<file path="src/rtl/exec_unit_pkg.sv">
// Shared definitions for the execute/write-back stage and the fetch/decode stage:
// opcode constants, execute FSM state encoding and pc width derivation.
package exec_unit_pkg;

  localparam logic [3:0] OP_NOP  = 4'h0;
  localparam logic [3:0] OP_LDI  = 4'h1;
  localparam logic [3:0] OP_LDA  = 4'h2;
  localparam logic [3:0] OP_STA  = 4'h3;
  localparam logic [3:0] OP_ADD  = 4'h4;
  localparam logic [3:0] OP_SUB  = 4'h5;
  localparam logic [3:0] OP_AND  = 4'h6;
  localparam logic [3:0] OP_OR   = 4'h7;
  localparam logic [3:0] OP_HALT = 4'h8;
  localparam logic [3:0] OP_ADDI = 4'h9;
  localparam logic [3:0] OP_JMP  = 4'hA;
  localparam logic [3:0] OP_JZ   = 4'hB;
  localparam logic [3:0] OP_JC   = 4'hC;
  localparam logic [3:0] OP_NOT  = 4'hD;
  localparam logic [3:0] OP_SHL  = 4'hE;
  localparam logic [3:0] OP_SHR  = 4'hF;

  typedef enum logic [2:0] {
    S_IDLE,
    S_REQ,
    S_WAIT,
    S_MEM,
    S_EXEC,
    S_COMMIT,
    S_HALTED
  } state_e;

  // One extra bit so that out-of-range jump targets are representable and detectable.
  function automatic int pc_width(input int cap);
    return $clog2(cap) + 1;
  endfunction

  function automatic logic is_mem_op(input logic [3:0] op);
    return (op == OP_LDA) || (op == OP_ADD) || (op == OP_SUB) ||
           (op == OP_AND) || (op == OP_OR);
  endfunction

endpackage

</file>
<file path="src/rtl/exec_unit_if.sv">
// Instruction handshake between fetch/decode (master) and execute (slave).
interface exec_unit_if
  import exec_unit_pkg::*;
#(
  parameter int DATA_LEN = 8,
  parameter int PC_W     = pc_width(20)
);
  logic                instr_valid;
  logic [3:0]          control_bus;
  logic [DATA_LEN-1:0] data;
  logic [PC_W-1:0]     pc;
  logic                fetch_req;

  modport master (output instr_valid, control_bus, data, input pc, fetch_req);
  modport slave  (input instr_valid, control_bus, data, output pc, fetch_req);
endinterface

</file>
<file path="src/rtl/exec_alu.sv">
// Combinational accumulator ALU; carry is passed through for ops that do not define it.
module exec_alu
  import exec_unit_pkg::*;
#(
  parameter int DATA_LEN = 8
) (
  input  logic [3:0]          op,
  input  logic [DATA_LEN-1:0] acc,
  input  logic [DATA_LEN-1:0] operand,
  input  logic                carry_in,
  output logic [DATA_LEN-1:0] result,
  output logic                carry_out,
  output logic                zero,
  output logic                acc_we
);
  logic [DATA_LEN:0] sum;
  logic [DATA_LEN:0] diff;

  // Bit DATA_LEN of the difference is the borrow (acc < operand).
  assign sum  = {1'b0, acc} + {1'b0, operand};
  assign diff = {1'b0, acc} - {1'b0, operand};

  always_comb begin
    result    = acc;
    carry_out = carry_in;
    acc_we    = 1'b1;
    case (op)
      OP_LDI, OP_LDA:  result = operand;
      OP_ADD, OP_ADDI: {carry_out, result} = sum;
      OP_SUB:          {carry_out, result} = diff;
      OP_AND:          result = acc & operand;
      OP_OR:           result = acc | operand;
      OP_NOT:          result = ~acc;
      OP_SHL: begin
        carry_out = acc[DATA_LEN-1];
        result    = {acc[DATA_LEN-2:0], 1'b0};
      end
      OP_SHR: begin
        carry_out = acc[0];
        result    = {1'b0, acc[DATA_LEN-1:1]};
      end
      OP_NOP, OP_STA, OP_HALT, OP_JMP, OP_JZ, OP_JC: acc_we = 1'b0;
      default: acc_we = 1'b0;
    endcase
  end

  assign zero = (result == '0);

endmodule

</file>
<file path="src/rtl/exec_unit.sv">
// Execute/write-back stage: runs one decoded instruction per fetch request against
// the accumulator and local data memory, then hands the next pc back to fetch/decode.
module exec_unit
  import exec_unit_pkg::*;
#(
  parameter int INST_CAP   = 20,
  parameter int DATA_LEN   = 8,
  parameter int DMEM_DEPTH = 256,
  parameter int PC_W       = pc_width(INST_CAP)
) (
  input  logic                clk,
  input  logic                rst,
  input  logic                en,
  exec_unit_if.slave          bus,
  output logic [DATA_LEN-1:0] acc,
  output logic                zero,
  output logic                carry,
  output logic                busy,
  output logic                halted,
  output logic                err
);
  localparam int AW = $clog2(DMEM_DEPTH);

  state_e              state_q, state_d;
  logic [PC_W-1:0]     pc_q, pc_d, pc_seq, target;
  logic [DATA_LEN-1:0] acc_q, acc_d;
  logic                zero_q, zero_d, carry_q, carry_d;
  logic                halted_q, halted_d, err_q, err_d;
  logic [3:0]          op_q;
  logic [DATA_LEN-1:0] opnd_q, mem_rd_q, alu_b, alu_result;
  logic                alu_carry, alu_zero, alu_we, mem_we, jump_taken;
  logic [DATA_LEN-1:0] mem_q [DMEM_DEPTH];

  assign alu_b      = is_mem_op(op_q) ? mem_rd_q : opnd_q;
  assign pc_seq     = (pc_q == PC_W'(INST_CAP - 1)) ? '0 : pc_q + 1'b1;
  assign target     = opnd_q[PC_W-1:0];
  assign jump_taken = (op_q == OP_JMP) || ((op_q == OP_JZ) && zero_q) ||
                      ((op_q == OP_JC) && carry_q);

  exec_alu #(.DATA_LEN(DATA_LEN)) u_alu (
    .op        (op_q),
    .acc       (acc_q),
    .operand   (alu_b),
    .carry_in  (carry_q),
    .result    (alu_result),
    .carry_out (alu_carry),
    .zero      (alu_zero),
    .acc_we    (alu_we)
  );

  always_comb begin
    state_d  = state_q;
    pc_d     = pc_q;
    acc_d    = acc_q;
    zero_d   = zero_q;
    carry_d  = carry_q;
    halted_d = halted_q;
    err_d    = err_q;
    mem_we   = 1'b0;
    unique case (state_q)
      S_IDLE:   if (en && !halted_q) state_d = S_REQ;
      S_REQ:    state_d = S_WAIT;
      S_WAIT:   if (bus.instr_valid) state_d = is_mem_op(bus.control_bus) ? S_MEM : S_EXEC;
      S_MEM:    state_d = S_EXEC;
      S_EXEC: begin
        if (alu_we) begin
          acc_d  = alu_result;
          zero_d = alu_zero;
        end
        carry_d = alu_carry;
        mem_we  = (op_q == OP_STA);
        state_d = S_COMMIT;
      end
      S_COMMIT: begin
        // A bad jump target leaves pc pointing at the offending jump.
        if (op_q == OP_HALT) begin
          halted_d = 1'b1;
          state_d  = S_HALTED;
        end else if (jump_taken && (target >= PC_W'(INST_CAP))) begin
          err_d    = 1'b1;
          halted_d = 1'b1;
          state_d  = S_HALTED;
        end else begin
          pc_d    = jump_taken ? target : pc_seq;
          state_d = en ? S_REQ : S_IDLE;
        end
      end
      S_HALTED: state_d = S_HALTED;
      default:  state_d = S_IDLE;
    endcase
  end

  always_ff @(posedge clk or posedge rst) begin
    if (rst) begin
      state_q  <= S_IDLE;
      pc_q     <= '0;
      acc_q    <= '0;
      zero_q   <= 1'b1;
      carry_q  <= 1'b0;
      halted_q <= 1'b0;
      err_q    <= 1'b0;
    end else begin
      state_q  <= state_d;
      pc_q     <= pc_d;
      acc_q    <= acc_d;
      zero_q   <= zero_d;
      carry_q  <= carry_d;
      halted_q <= halted_d;
      err_q    <= err_d;
    end
  end

  // Instruction latch and data memory hold contents across reset.
  always_ff @(posedge clk) begin
    if ((state_q == S_WAIT) && bus.instr_valid) begin
      op_q   <= bus.control_bus;
      opnd_q <= bus.data;
    end
    if (mem_we) mem_q[opnd_q[AW-1:0]] <= acc_q;
    if (state_q == S_MEM) mem_rd_q <= mem_q[opnd_q[AW-1:0]];
  end

  assign bus.pc        = pc_q;
  assign bus.fetch_req = (state_q == S_REQ);
  assign acc           = acc_q;
  assign zero          = zero_q;
  assign carry         = carry_q;
  assign busy          = (state_q != S_IDLE) && (state_q != S_HALTED);
  assign halted        = halted_q;
  assign err           = err_q;

endmodule

</file>
<file path="src/flat_wrapper.sv">
// flat-port wrapper written by rule: the top's interface ports become plain ports
module exec_unit_flat import exec_unit_pkg::*;
#(
  parameter int INST_CAP   = 20,
  parameter int DATA_LEN   = 8,
  parameter int DMEM_DEPTH = 256,
  parameter int PC_W       = pc_width(INST_CAP)
)
  (clk, rst, en, acc, zero, carry, busy, halted, err, bus_instr_valid, bus_control_bus, bus_data, bus_pc, bus_fetch_req);
  exec_unit_if #(.DATA_LEN(DATA_LEN), .PC_W(PC_W)) bus_i ();
  input  logic clk;
  input  logic rst;
  input  logic en;
  output logic [DATA_LEN-1:0] acc;
  output logic zero;
  output logic carry;
  output logic busy;
  output logic halted;
  output logic err;
  input wire logic [$bits(bus_i.instr_valid)-1:0] bus_instr_valid;
  input wire logic [$bits(bus_i.control_bus)-1:0] bus_control_bus;
  input wire logic [$bits(bus_i.data)-1:0] bus_data;
  output wire logic [$bits(bus_i.pc)-1:0] bus_pc;
  output wire logic [$bits(bus_i.fetch_req)-1:0] bus_fetch_req;
  assign bus_i.instr_valid = bus_instr_valid;
  assign bus_i.control_bus = bus_control_bus;
  assign bus_i.data = bus_data;
  assign bus_pc = bus_i.pc;
  assign bus_fetch_req = bus_i.fetch_req;
  exec_unit #(.INST_CAP(INST_CAP), .DATA_LEN(DATA_LEN), .DMEM_DEPTH(DMEM_DEPTH), .PC_W(PC_W)) u_core (.clk(clk), .rst(rst), .en(en), .bus(bus_i), .acc(acc), .zero(zero), .carry(carry), .busy(busy), .halted(halted), .err(err));
endmodule
</file>
<file path="config.mk">
export PLATFORM = sky130hd
export DESIGN_NAME = exec_unit_flat
export DESIGN_NICKNAME = d
export VERILOG_FILES = /design/src/rtl/exec_unit_pkg.sv /design/src/rtl/exec_unit_if.sv /design/src/rtl/exec_alu.sv /design/src/rtl/exec_unit.sv /design/src/flat_wrapper.sv
export SDC_FILE = /design/constraint.sdc
export NUM_CORES = 2
export LEC_CHECK = 0
export ABC_AREA = 0
export CELL_PAD_IN_SITES_DETAIL_PLACEMENT = 1
export CELL_PAD_IN_SITES_GLOBAL_PLACEMENT = 2
export CORE_ASPECT_RATIO = 0.5
export CORE_MARGIN = 10
export CORE_UTILIZATION = 30
export CTS_BUF_LIST = sky130_fd_sc_hd__clkbuf_4
export CTS_CLUSTER_SIZE = 28
export DETAILED_ROUTE_END_ITERATION = 12
export GPL_ROUTABILITY_DRIVEN = 0
export PLACE_DENSITY = 0.59
export SLEW_MARGIN = 15
export SYNTH_ARGS = -nofsm -noshare
export SYNTH_HDL_FRONTEND = slang
export SYNTH_SLANG_ARGS = --single-unit
</file>
<file path="constraint.sdc">
create_clock -name clk -period 13.4 [get_ports clk]
set_clock_uncertainty 0.15 [all_clocks]
set_input_delay 4.02 -clock clk [delete_from_list [all_inputs] [get_ports clk]]
set_output_delay 4.02 -clock clk [all_outputs]
set_load 0.005 [all_outputs]
</file>
; ---- Word-level counts from Yosys, hierarchy flattened
; Memories as Yosys holds them, arrays and structs flattened. A register that Yosys moved wholly into a read port is not among the register bits.
; Index checks and enable logic that the tools add are counted.
[word_totals]
output_inout_bits = 20
ramBits = 2048
n_memories = 1
regBits = 33
in_bits = 16
elab_cells = 99
[memory_table]
columns = memory, words, width, read_ports, rd_clocked_by_memory_dff, wr, line_no
row1 = u_core.mem_q, 256, 8, 1, 1, 1, exec_unit.sv:32  ; logic [DATA_LEN-1:0] mem_q [DMEM_DEPTH];
[classes]
muxes = 17
order_cmp = 1
bitwise = 6
add_sub_neg = 3
reduce_logical = 32
n_eq_ne = 30
[ops]
columns = op, n
row1 = $pmux 8 s8, 1
row2 = $eq 4x3->1 const B, 8
row3 = $eq 4x4->1 const B, 8
row4 = $pmux 3 s7, 1
row5 = $mux 3, 5
row6 = $eq 4x2->1 const B, 3
row7 = $mux 6, 2
row8 = $logic_or 1x1->1, 10
row9 = $add 8x8->9, 1
row10 = $eq 3x3->1 const B, 3
row11 = $sub 8x8->9, 1
row12 = $and 8x8->8, 1
row13 = $logic_not 8->1, 1
row14 = $mux 8, 1
row15 = $not 8->8, 1
row16 = $or 8x8->8, 1
row17 = $reduce_and 2->1, 4
row18 = $add 6x1->6 const B, 1
row19 = $eq 3x2->1 const B, 2
row20 = $eq 6x5->1 const B, 1
row21 = $ge 6x5->1 const B, 1
row22 = $logic_and 1x1->1, 6
row23 = $mux 1, 6
row24 = $reduce_and 3->1, 2
row25 = 15 further kinds, 18

; ---- Longest topological paths before layout
[depth]
depth_word = 9
depth_mapped = 17
ltp_nobuf = 14

; ---- By module
; A second synthesis with hierarchy kept.
[unflattened]
hier_cells = 3924
area_unflattened_um2 = 81675.8
[modules_own_cells]
columns = mod, n_inst, cells_per_inst, seq_area_each_um2, area_per_inst_um2
row1 = exec_unit, 1, 3663, 62626.3, 79915.4
row2 = exec_alu, 1, 261, 0.0, 1760.4

; ---- Worst setup path before layout
; No wires, ideal clock.
[synth_timing]
kind = register to output
start = register u_core.acc_q[1], in the netlist u_core.acc[1]
end = output port acc[1]
stages_incl_launch_ff = 1
path_slack_ns = 5.881
arrival_ns = 3.349
t_required_ns = 9.230
n_path_buf = 0
cell_sequence = dfrtp_1
[synth_lines]
columns = item, line_no
row1 = from (decl), exec_unit.sv:26  ; logic [DATA_LEN-1:0] acc_q, acc_d;
row2 = from (signal assigned), exec_unit.sv:97  ; acc_q <= '0;
row3 = from (signal assigned), exec_unit.sv:105  ; acc_q <= acc_d;
row4 = to (decl), flat_wrapper.sv:14  ; output logic [DATA_LEN-1:0] acc;
; No word-level cell between the ends.

; ---- Worst setup path in the final report
[layout_timing]
start = register u_core.state_q[2]
end = output port busy
[layout_via]
elab_chain_len = 2
word_cells_on_any_way = 3
cone_classes = eq/ne: 1 / reduce/logical: 2
[layout_rtl]
columns = item, line_no
row1 = from (decl), exec_unit.sv:24  ; state_e state_q, state_d;
row2 = from (signal assigned), exec_unit.sv:103  ; state_q <= state_d;
row3 = $ne 3x3->1 / $reduce_bool 3->1 (equally long branches), exec_unit.sv:128  ; assign busy = (state_q != S_IDLE) && (state_q != S_HALTED);
row4 = $logic_and 1x1->1 (*), exec_unit.sv:128
row5 = to (decl), flat_wrapper.sv:17  ; output logic busy;
; Every way passes the cells marked *; elsewhere a longest branch is shown, timed or not.

==> run metrics <==
Leak=29.0 nW; dpl hpwl=141 mm; Post-synth EDFFs=2068; MaxCap Viol Count=0; post-synthesis sequential element count=2089; Clock Pin Slew Worst Setup and Hold Paths=70 ps; layout cells sized above 1=34.7%; post-layout instance area=93500 sq um; # H-tree levels=6; Yosys cell types=69; buffer type at the clock tree root=clkbuf_4; worst vdd ir=0.000140 V; type of the tightest min-delay check=register to register; cts hold-fix bufs=0; drt pass-1 iters=7; Rows=135; pwr dens=171 nW/um^2; max_slew headroom=13.0%; top-area cell type share of the netlist area=75.4%; first-pass GRT wire length=332 mm; worst-skew pair later-pin latency=1280 ps; Initial Utilization=30.3%; cell taking the most area after synthesis=edfxtp_1; Final WS setup=6490 ps; outcome=finished, final reports clean; cell with the most instances after synthesis=edfxtp_1; Arr. time, crit path=2740 ps; startpoint types=register; synth top area cells=edfxtp_1, mux4_2, nor2_1; Setup WS pre-CTS=7590 ps; Die Span X=761 um; CP Max Fanout=11; DR WL/cell=28.7 um; setup TNS=0 ps; Port Buffers=35; Post-Route WL=233 mm; DIE AREA=297000 sq um; CTS Buffer Depth=4; max-slew violation count=0; DR vias=41500; routed vias/inst=5.10; die height=391 um; Synth Instances=3742; DRC=0; Main synth FF type=edfxtp_1; crit share post-route=51.6%; antenna violations before repair=20; Synth Area per Inst=22.0 sq um; RSZ-0062 raised after global routing=false; CP endpoint kind=primary output; nets@finish=4224; Data required, critical path=9230 ps; Seq/Total Area, Yosys=76.0%; R2R setup slack=7870 ps; postcts setup bufs=0; Syn Nets=3785; Synth async-reset ratio=1.01%; Max Freq=0.145 GHz; Slew @ Worst Pin=1300 ps; total global-route track usage=15.2%; # IOs=36; TritonCTS clock tree=done; # resized after CTS=0; Final Hold Fails=0; initial DRC count=4598; DP Area=87100 sq um; Layout Utilization=34.4%; Synth warnings=0; Routed Antenna Nets=0; commonest cells in the synthesized netlist=edfxtp_1, mux4_2, nor2_1, clkbuf_1, nand2_1; number of global-route vias before repair=43900; clock sinks=2089; gr ovfl total=0; cts bufs inserted=526; largest net degree at the start of global routing=201; setup violators final=0; Area growth syn-to-layout=13.5%; min cycle time layout=6910 ps; Cell Area, Synth=82400 sq um; CP Class=register to primary output; core area=272000 sq um
==> layout by cell type, fill, tap and decap left out, types with 33 or more instances in the layout <==
cell type and n:
clkdlybuf4s50_1 35, nor2_1 289, clkinv_1 64, mux4_2 629, nand2_1 66, edfxtp_1 2068, o21ai_0 33, buf_4 89
clkbuf_4 738, inv_1 39
==> sequential cells by signal, indices dropped and copies added (netlist names) <==
register	flops
u_core.bus.pc	6
u_core.op_q	4
u_core.mem_rd_q	8
u_core.err	1
u_core.halted	1
u_core.zero	1
u_core.opnd_q	8
u_core.state_q	3
u_core.mem_q	2048
u_core.carry	1
u_core.acc	8
==> final cells by class <==
type	count	area, sq um
repair buffers	131	1150
diodes	6	15.0
flip-flops and latches	2089	62700
clock inverters	109	885
well taps	3630	4540
inverters	40	150
fillers	27000	178000
clock buffers	737	5530
multi-input cells	1393	18600
==> worst max-delay path, cell delays in order, from the launching register on <==
cell,delay [ps]
dfrtp_1,490
inv_1,170
nor2_1,70
or3_1,350
clkdlybuf4s50_1,460
==> per-stage QoR <==
step           instances  hold WS [ps]  total power, mW
6_report            8135           348             16.0
5_1_grt             8134           396             16.7
4_1_cts             8127           353             16.2
3_5_place_dp        7281           331             10.8
3_3_place_gp        7278           317             10.7
2_1_floorplan       3742           304             9.76
==> cell families (layout without fill, tap and decap cells) <==
group | Yosys count | after routing | synth area share [%]
other | 0 | 6 | 0
flip-flops | 2089 | 2089 | 76.0
AO/OA/AOI/OAI | 221 | 221 | 1.94
multiplexers | 657 | 657 | 17.6
adder cells (fa/ha/maj) | 27 | 27 | 0.428
buffers and inverters | 260 | 1017 | 1.48
AND/OR/NAND/NOR | 488 | 488 | 2.56
==> final timing paths <==
path,endpoint,startpoint,cells after the start
max in group asynchronous,u_core.acc[3],rst,3
max,busy,u_core.state_q[2],4
max reg2reg,u_core.mem_rd_q[7],u_core.opnd_q[0],9
min reg2reg,u_core.err,u_core.err,2
min,u_core.err,u_core.err,2
min in group asynchronous,u_core.acc[1],rst,3
==> per-layer routing <==
metal / global-route usage (%) / vias to the layer above / part of all wire, %
li1: - / 17000 / -
met1: 21.5 / 22600 / 44
met2: 23.5 / 1573 / 46
met3: 3.52 / 365 / 7.2
met4: 4.53 / 8 / 2.4
met5: 0 / - / 0.027
==> where the power goes <==
group / internal [mW] / switching [mW] / leakage (nW)
clock network: 2.83 / 2.58 / 3.83
registers: 8.09 / 0.118 / 19.0
logic: 0.652 / 1.73 / 6.13
total: 11.6 / 4.43 / 29.0
Note: power is estimated with default switching activity, not from simulation.
